--- config.mk ---
export PLATFORM = sky130hd
export DESIGN_NAME = decode_stage
export DESIGN_NICKNAME = d
export VERILOG_FILES = /design/src/rtl/decode_stage_pkg.sv /design/src/rtl/decode_stage_regfile_2r1w.sv /design/src/rtl/decode_stage.sv
export SDC_FILE = /design/constraint.sdc
export NUM_CORES = 2
export LEC_CHECK = 0
export CORE_ASPECT_RATIO = 0.75
export CORE_MARGIN = 1
export CORE_UTILIZATION = 45
export DETAILED_ROUTE_END_ITERATION = 10
export PLACE_DENSITY_LB_ADDON = 0.1
export SYNTH_ARGS = -nofsm -noshare
export SYNTH_HDL_FRONTEND = slang
export SYNTH_HIERARCHICAL = 1
export SYNTH_SLANG_ARGS = --single-unit
--- constraint.sdc ---
create_clock -name clk -period 2.5 [get_ports clk]
set_input_delay 0.5 -clock clk [delete_from_list [all_inputs] [get_ports clk]]
set_output_delay 0.5 -clock clk [all_outputs]
set_load 0.02 [all_outputs]
--- src/rtl/decode_stage_pkg.sv ---
// rtl/decode_stage_pkg.sv - shared types for the decode stage: ALU ops, opcodes, decoded bundle
package TypesPkg;

    typedef enum logic [3:0] {
        ADD, SUB, SLL, SLT, XOR, SRL, SRA, OR, AND, ADDI, EQL
    } ALU_func_t;

    localparam logic [6:0] OP_REG    = 7'b0110011;
    localparam logic [6:0] OP_IMM    = 7'b0010011;
    localparam logic [6:0] OP_BRANCH = 7'b1100011;

    localparam logic [6:0] F7_BASE = 7'b0000000;
    localparam logic [6:0] F7_ALT  = 7'b0100000;

    typedef struct packed {
        ALU_func_t   ALU_func;
        logic [4:0]  rd;
        logic        rd_we;
        logic [31:0] imm;
        logic        illegal;
        logic        use_rs1;
        logic        use_rs2;
    } decoded_t;

endpackage

--- src/rtl/decode_stage_regfile_2r1w.sv ---
// rtl/decode_stage_regfile_2r1w.sv - 32x32 register file, two async reads, one sync write
// DECODE_FORWARD_EN: same-cycle writeback data is bypassed onto the read ports.
module regfile_2r1w (
    input  logic        clk_i,
    input  logic        rst_n_i,
    input  logic [4:0]  ra1_i,
    output logic [31:0] rd1_o,
    input  logic [4:0]  ra2_i,
    output logic [31:0] rd2_o,
    input  logic        we_i,
    input  logic [4:0]  wa_i,
    input  logic [31:0] wd_i
);

    logic [31:0] mem_q [32];

    // Entry 0 is never written, so it stays at its reset value of zero.
    always_ff @(posedge clk_i or negedge rst_n_i) begin
        if (!rst_n_i) begin
            for (int i = 0; i < 32; i++) begin
                mem_q[i] <= '0;
            end
        end else if (we_i && (wa_i != 5'd0)) begin
            mem_q[wa_i] <= wd_i;
        end
    end

`ifdef DECODE_FORWARD_EN
    always_comb begin
        rd1_o = (ra1_i == 5'd0) ? 32'd0 : mem_q[ra1_i];
        rd2_o = (ra2_i == 5'd0) ? 32'd0 : mem_q[ra2_i];
        if (we_i && (wa_i != 5'd0) && (wa_i == ra1_i)) rd1_o = wd_i;
        if (we_i && (wa_i != 5'd0) && (wa_i == ra2_i)) rd2_o = wd_i;
    end
`else
    always_comb begin
        rd1_o = (ra1_i == 5'd0) ? 32'd0 : mem_q[ra1_i];
        rd2_o = (ra2_i == 5'd0) ? 32'd0 : mem_q[ra2_i];
    end
`endif

endmodule

--- src/rtl/decode_stage.sv ---
// rtl/decode_stage.sv - RV32 decode/operand-fetch stage with busy scoreboard
// DECODE_FORWARD_EN: writeback bypass and same-cycle stall release.
module decode_stage
    import TypesPkg::*;
(
    input  logic               clk,
    input  logic               rst_n,
    input  logic               in_valid,
    output logic               in_ready,
    input  logic [31:0]        in_instr,
    input  logic               wb_en,
    input  logic [4:0]         wb_rd,
    input  logic [31:0]        wb_data,
    output logic               out_valid,
    input  logic               out_ready,
    output logic [31:0]        r1,
    output logic [31:0]        r2,
    output logic signed [31:0] imm,
    output ALU_func_t          ALU_func,
    output logic [4:0]         rd,
    output logic               rd_we,
    output logic               illegal
);

    logic [6:0]  opcode;
    logic [2:0]  funct3;
    logic [6:0]  funct7;
    logic [4:0]  rs1;
    logic [4:0]  rs2;
    logic        legal;
    decoded_t    dec;
    logic [31:0] rf_r1;
    logic [31:0] rf_r2;
    logic [31:0] busy_q, busy_d, busy_eff;
    logic        hazard;
    logic        accept;

    logic        out_valid_q, out_valid_d;
    logic [31:0] r1_q, r1_d, r2_q, r2_d, imm_q, imm_d;
    ALU_func_t   func_q, func_d;
    logic [4:0]  rd_q, rd_d;
    logic        rd_we_q, rd_we_d;
    logic        illegal_q, illegal_d;

    assign opcode = in_instr[6:0];
    assign funct3 = in_instr[14:12];
    assign funct7 = in_instr[31:25];
    assign rs1    = in_instr[19:15];
    assign rs2    = in_instr[24:20];

    always_comb begin
        dec          = '0;
        dec.ALU_func = ADD;
        legal        = 1'b0;
        case (opcode)
            OP_REG: begin
                legal       = 1'b1;
                dec.rd      = in_instr[11:7];
                dec.rd_we   = 1'b1;
                dec.use_rs1 = 1'b1;
                dec.use_rs2 = 1'b1;
                case (funct3)
                    3'b000: begin
                        if (funct7 == F7_BASE)     dec.ALU_func = ADD;
                        else if (funct7 == F7_ALT) dec.ALU_func = SUB;
                        else                       legal = 1'b0;
                    end
                    3'b101: begin
                        if (funct7 == F7_BASE)     dec.ALU_func = SRL;
                        else if (funct7 == F7_ALT) dec.ALU_func = SRA;
                        else                       legal = 1'b0;
                    end
                    3'b001: begin dec.ALU_func = SLL; legal = (funct7 == F7_BASE); end
                    3'b010: begin dec.ALU_func = SLT; legal = (funct7 == F7_BASE); end
                    3'b100: begin dec.ALU_func = XOR; legal = (funct7 == F7_BASE); end
                    3'b110: begin dec.ALU_func = OR;  legal = (funct7 == F7_BASE); end
                    3'b111: begin dec.ALU_func = AND; legal = (funct7 == F7_BASE); end
                    default: legal = 1'b0;
                endcase
            end
            OP_IMM: begin
                legal        = (funct3 == 3'b000);
                dec.ALU_func = ADDI;
                dec.rd       = in_instr[11:7];
                dec.rd_we    = 1'b1;
                dec.use_rs1  = 1'b1;
                dec.imm      = {{20{in_instr[31]}}, in_instr[31:20]};
            end
            OP_BRANCH: begin
                legal        = (funct3 == 3'b000);
                dec.ALU_func = EQL;
                dec.use_rs1  = 1'b1;
                dec.use_rs2  = 1'b1;
                dec.imm      = {{19{in_instr[31]}}, in_instr[31], in_instr[7],
                                in_instr[30:25], in_instr[11:8], 1'b0};
            end
            default: legal = 1'b0;
        endcase
        // Undecodable words still flow downstream as an inert ADD of zeros.
        if (!legal) begin
            dec          = '0;
            dec.ALU_func = ADD;
            dec.illegal  = 1'b1;
        end
    end

    regfile_2r1w u_rf (
        .clk_i   (clk),
        .rst_n_i (rst_n),
        .ra1_i   (rs1),
        .rd1_o   (rf_r1),
        .ra2_i   (rs2),
        .rd2_o   (rf_r2),
        .we_i    (wb_en),
        .wa_i    (wb_rd),
        .wd_i    (wb_data)
    );

`ifdef DECODE_FORWARD_EN
    logic [31:0] wb_mask;
    assign wb_mask  = wb_en ? (32'd1 << wb_rd) : 32'd0;
    assign busy_eff = busy_q & ~wb_mask;
`else
    assign busy_eff = busy_q;
`endif

    assign hazard = in_valid &&
                    ((dec.use_rs1 && (rs1 != 5'd0) && busy_eff[rs1]) ||
                     (dec.use_rs2 && (rs2 != 5'd0) && busy_eff[rs2]) ||
                     (dec.rd_we && (dec.rd != 5'd0) && busy_eff[dec.rd]));

    assign in_ready = (!out_valid_q || out_ready) && !hazard;
    assign accept   = in_valid && in_ready;

    // Clear first so a set for the same index in the same cycle wins.
    always_comb begin
        busy_d = busy_q;
        if (wb_en) busy_d[wb_rd] = 1'b0;
        if (accept && dec.rd_we && (dec.rd != 5'd0)) busy_d[dec.rd] = 1'b1;
        busy_d[0] = 1'b0;
    end

    always_comb begin
        out_valid_d = out_valid_q;
        r1_d        = r1_q;
        r2_d        = r2_q;
        imm_d       = imm_q;
        func_d      = func_q;
        rd_d        = rd_q;
        rd_we_d     = rd_we_q;
        illegal_d   = illegal_q;
        if (accept) begin
            out_valid_d = 1'b1;
            r1_d        = dec.use_rs1 ? rf_r1 : 32'd0;
            r2_d        = dec.use_rs2 ? rf_r2 : 32'd0;
            imm_d       = dec.imm;
            func_d      = dec.ALU_func;
            rd_d        = dec.rd;
            rd_we_d     = dec.rd_we;
            illegal_d   = dec.illegal;
        end else if (out_ready) begin
            out_valid_d = 1'b0;
        end
    end

    always_ff @(posedge clk or negedge rst_n) begin
        if (!rst_n) begin
            busy_q      <= '0;
            out_valid_q <= 1'b0;
            r1_q        <= '0;
            r2_q        <= '0;
            imm_q       <= '0;
            func_q      <= ADD;
            rd_q        <= '0;
            rd_we_q     <= 1'b0;
            illegal_q   <= 1'b0;
        end else begin
            busy_q      <= busy_d;
            out_valid_q <= out_valid_d;
            r1_q        <= r1_d;
            r2_q        <= r2_d;
            imm_q       <= imm_d;
            func_q      <= func_d;
            rd_q        <= rd_d;
            rd_we_q     <= rd_we_d;
            illegal_q   <= illegal_d;
        end
    end

    assign out_valid = out_valid_q;
    assign r1        = r1_q;
    assign r2        = r2_q;
    assign imm       = $signed(imm_q);
    assign ALU_func  = func_q;
    assign rd        = rd_q;
    assign rd_we     = rd_we_q;
    assign illegal   = illegal_q;

endmodule

==> impl_results.md <==
- Clock insertion delay at the later pin of the skew report: 760 ps
- Failing checks: setup timing
- Starting DRC count in detailed routing: 3722
- Critical Path Source Type: flip-flop
- Row Count: 116
- Data required time at the worst endpoint: 2000 ps
- Portion of the post-synthesis area used by sequential elements: 46.8%
- Total GRT Usage: 30.5%
- Fin Setup TNS: -36980 ps
- Power density normalized to cell area: 714 nW/um2
- Final period utilization: 137%
- Post-synthesis average cell area: 14.2 um2
- Max-capacitance violation count: 0
- Clock sink count: 1144
- CORE AREA: 134000 um2
- Deepest clock path buffer count: 3
- Number of synthesized flops with an enable pin: 0
- Max-Slew Margin vs Limit: 35.5%
- DP HPWL: 137 mm
- Die outline height: 321 um
- Global-route wire length before repair: 305 mm
- Vias: 41373
- Kind of end point of the critical path: primary output
- Async set or reset register ratio after synthesis: 100%
- Nets@finish: 4756
- CTS tree: done
- CTS root buffer: sky130_fd_sc_hd__clkbuf_16
- Detailed-routing iteration count for the pre-antenna-repair pass: 6
- FILL cells: 11177
- Setup Slack @ Placement: -1270 ps
- Number of antenna violations at the first check in global routing: 4
- Origin of the critical flop-to-flop path: busy_eff[25]$_DFF_PN0_
- Inserted Clock Buffers: 118
- Final max-slew violation count: 0
- Critical Setup Path Class: flip-flop to primary output
- Average routed wire per standard cell: 31.7 um
- Transition time at the pin with the least slew margin: 961 ps
- Floorplan die area: 137000 um2
- CTS clk-pin slew, worst paths: 60 ps
- Syn_nets: 4382
- Destination of the critical timing path: in_ready
- Most used flip-flop cell after synthesis: sky130_fd_sc_hd__dfrtp_1
- Number of instances in the synthesized netlist: 4308
- Max Clk Rate: 292 MHz
- Reg2reg path depth: 11
- Synth-to-Final Area Change: 20.3%
- Final worst slack: -928 ps
- Final setup violation count: 120
- Run status: complete, but fails checks
- Number of ports placed on the die boundary: 183
- Leakage: 31.8 nW
- Via-to-Cell Ratio: 6.32
- Largest net degree at the start of global routing: 102
- Antenna Nets Post-Route: 0
- Routability cong.: 0.863
- Critical Path Start: busy_eff[9]$_DFF_PN0_
- Mapped cell area: 61200 um2
- Fraction of layout cells with a size suffix above 1: 49.7%
- H-tree lvl count: 3
- Synth Warn #: 6
- Worst Clk Skew: 25.7 ps
- Residual overflow from global routing: 0
- Total Wirelength: 207 mm
- Class of the tightest hold or removal check: primary input to async pin
- Flip-flop and latch count after synthesis: 1144
- Worst vdd ir: 0.552 mV
- Flop2flop setup slack: -370 ps
- Starting utilization of the core area: 45.6%
- Vias in the first global route: 41754
- Arr. time, crit path: 2930 ps
- Horizontal die dimension: 428 um
- Final hold violations: 0
- Setup repair after global routing missed its margin: yes
- Number of buffer cells added on primary ports: 182
- Sum of internal, switching and leakage power: 0.0525 W
- Crit path max fanout: 4
- Clock period minus worst slack: 3430 ps
- DRC: 0
- Cell variety after synth: 63
- Crit Reg-Reg Endpoint: r1[14]$_DFFE_PN0P_
## registers in the layout, indices dropped and copies added, names as in the netlist, 4 cells and up
signal,cells
r1,32
imm,13
u_rf/mem_q,1024
r2,32
ALU_func,4
rd,5
busy_eff,31
## worst max-delay path, stage by stage, from the launching register on
cell and delay [ps]:
sky130_fd_sc_hd__dfrtp_1 440, sky130_fd_sc_hd__mux4_2 500, sky130_fd_sc_hd__nor3b_2 210, sky130_fd_sc_hd__a2111oi_1 100
sky130_fd_sc_hd__a31oi_2 210, sky130_fd_sc_hd__nor2_2 70, sky130_fd_sc_hd__or3_4 410, sky130_fd_sc_hd__a2bb2oi_4 140
sky130_fd_sc_hd__buf_6 130
## how the worst min path moves through the flow
stage	start	to	slack, ps	cells after the start
floorplan	rst_n	ALU_func[0]$_DFFE_PN0P_	200	0
global route	rst_n	u_rf/mem_q[281]$_DFFE_PN0P_	280	2
global placement	u_rf/mem_q[1008]$_DFFE_PN0P_	u_rf/mem_q[1008]$_DFFE_PN0P_	380	0
finish	rst_n	u_rf/mem_q[307]$_DFFE_PN0P_	300	2
detailed placement	u_rf/mem_q[994]$_DFFE_PN0P_	u_rf/mem_q[994]$_DFFE_PN0P_	380	0
CTS	rst_n	u_rf/mem_q[307]$_DFFE_PN0P_	250	2
## timing repair
action	4_1_cts	5_1_grt
pin swaps	9	7
endpoints found under the setup margin	140	125
hold buffers	1	0
endpoints found under the hold margin	6	0
cloned	8	2
buffers inserted	21	3
gates resized for setup	60	47
## cells in the mapped netlist (all sizes together), types with 8 or more instances
cell type	instances	area share [%]
o2111ai	16	0.23
a211oi	67	0.84
inv	85	0.52
mux4	463	17
nand2	144	0.88
nand4	9	0.092
a22oi	69	0.85
nand2b	10	0.10
nor2	43	0.27
mux2	1075	20
clkbuf	241	1.5
dfrtp	1144	47
nor2b	77	0.79
a221oi	50	0.72
nand3	11	0.090
nor3	10	0.082
nand3b	8	0.098
mux2i	212	3.5
a311oi	65	0.93
buf	251	2.3
o21ai	175	1.5
## layer usage
| layer | share of wire [%] | vias to the layer above | GRT usage, % |
|---|---|---|---|
| met4 | 2.4 | 0 | 6.88 |
| li1 | - | 17197 | - |
| met1 | 46 | 22412 | 46.6 |
| met2 | 44 | 1504 | 44.2 |
| met3 | 7.6 | 260 | 6.78 |
| met5 | 0 | - | 0 |
## kinds of logic (layout without fill, tap and decap cells)
family / after synthesis / count (layout) / synth area share [%]
muxes: 1750 / 1750 / 40.4
DFF: 1144 / 1144 / 46.8
buffers and inverters: 577 / 1042 / 4.32
AOI/OAI and AO/OA: 476 / 476 / 5.49
and+or+nand+nor: 361 / 361 / 3.03
other: 0 / 2 / 0
## cell type report
cell class | count | area [um2] | share of cell area (%)
antenna | 2 | 5.00 | 0.00680
clock inverter | 25 | 287 | 0.389
multi-input combinational | 2587 | 30300 | 41.2
inverter | 85 | 324 | 0.440
sequential | 1144 | 28600 | 38.9
timing repair buffer | 746 | 8260 | 11.2
clock buffer | 186 | 3560 | 4.84
tap | 1770 | 2210 | 3.01
## power by group
group          switching [W]  total, W  internal [W]  leakage, nW
logic                0.00426    0.0107       0.00645         15.1
clock network        0.00769    0.0179        0.0102         1.90
registers            0.00226    0.0239        0.0217         14.8
## cell usage in the layout, fill, tap and decap left out, drive strengths merged, types with 5 or more instances in the layout
cell type      Yosys  routed
nor2b             77      77
nand4              9       9
nor4               5       5
buf              251     573
a311oi            65      65
bufinv             0       5
nor3              10      10
inv               85      85
and3               5       5
o22ai              5       5
nor3b              7       7
and2               6       6
a22oi             69      69
mux4             463     463
a221oi            50      50
nor2              43      43
nand2            144     144
o2111ai           16      16
dfrtp           1144    1144
dlygate4sd2        0      15
or2                5       5
clkbuf           241     188
a211oi            67      67
nand2b            10      10
or3                7       7
nand3b             8       8
o21ai            175     175
nand3             11      11
mux2            1075    1075
a21oi              6       6
clkinv             0      20
clkdlybuf4s50      0     152
mux2i            212     212
## per-stage QoR
stage | utilization, % | hold WS (ps) | area, um2 | std cells
CTS | 54.8 | 253 | 73400 | 6542
detailed placement | 51.6 | 383 | 69100 | 6309
finish | 54.9 | 302 | 73600 | 6545
global route | 54.9 | 282 | 73600 | 6543
global placement | 51.6 | 377 | 69100 | 6309
floorplan | - | 204 | 61300 | 4308
(Power assumes the default switching activity.)
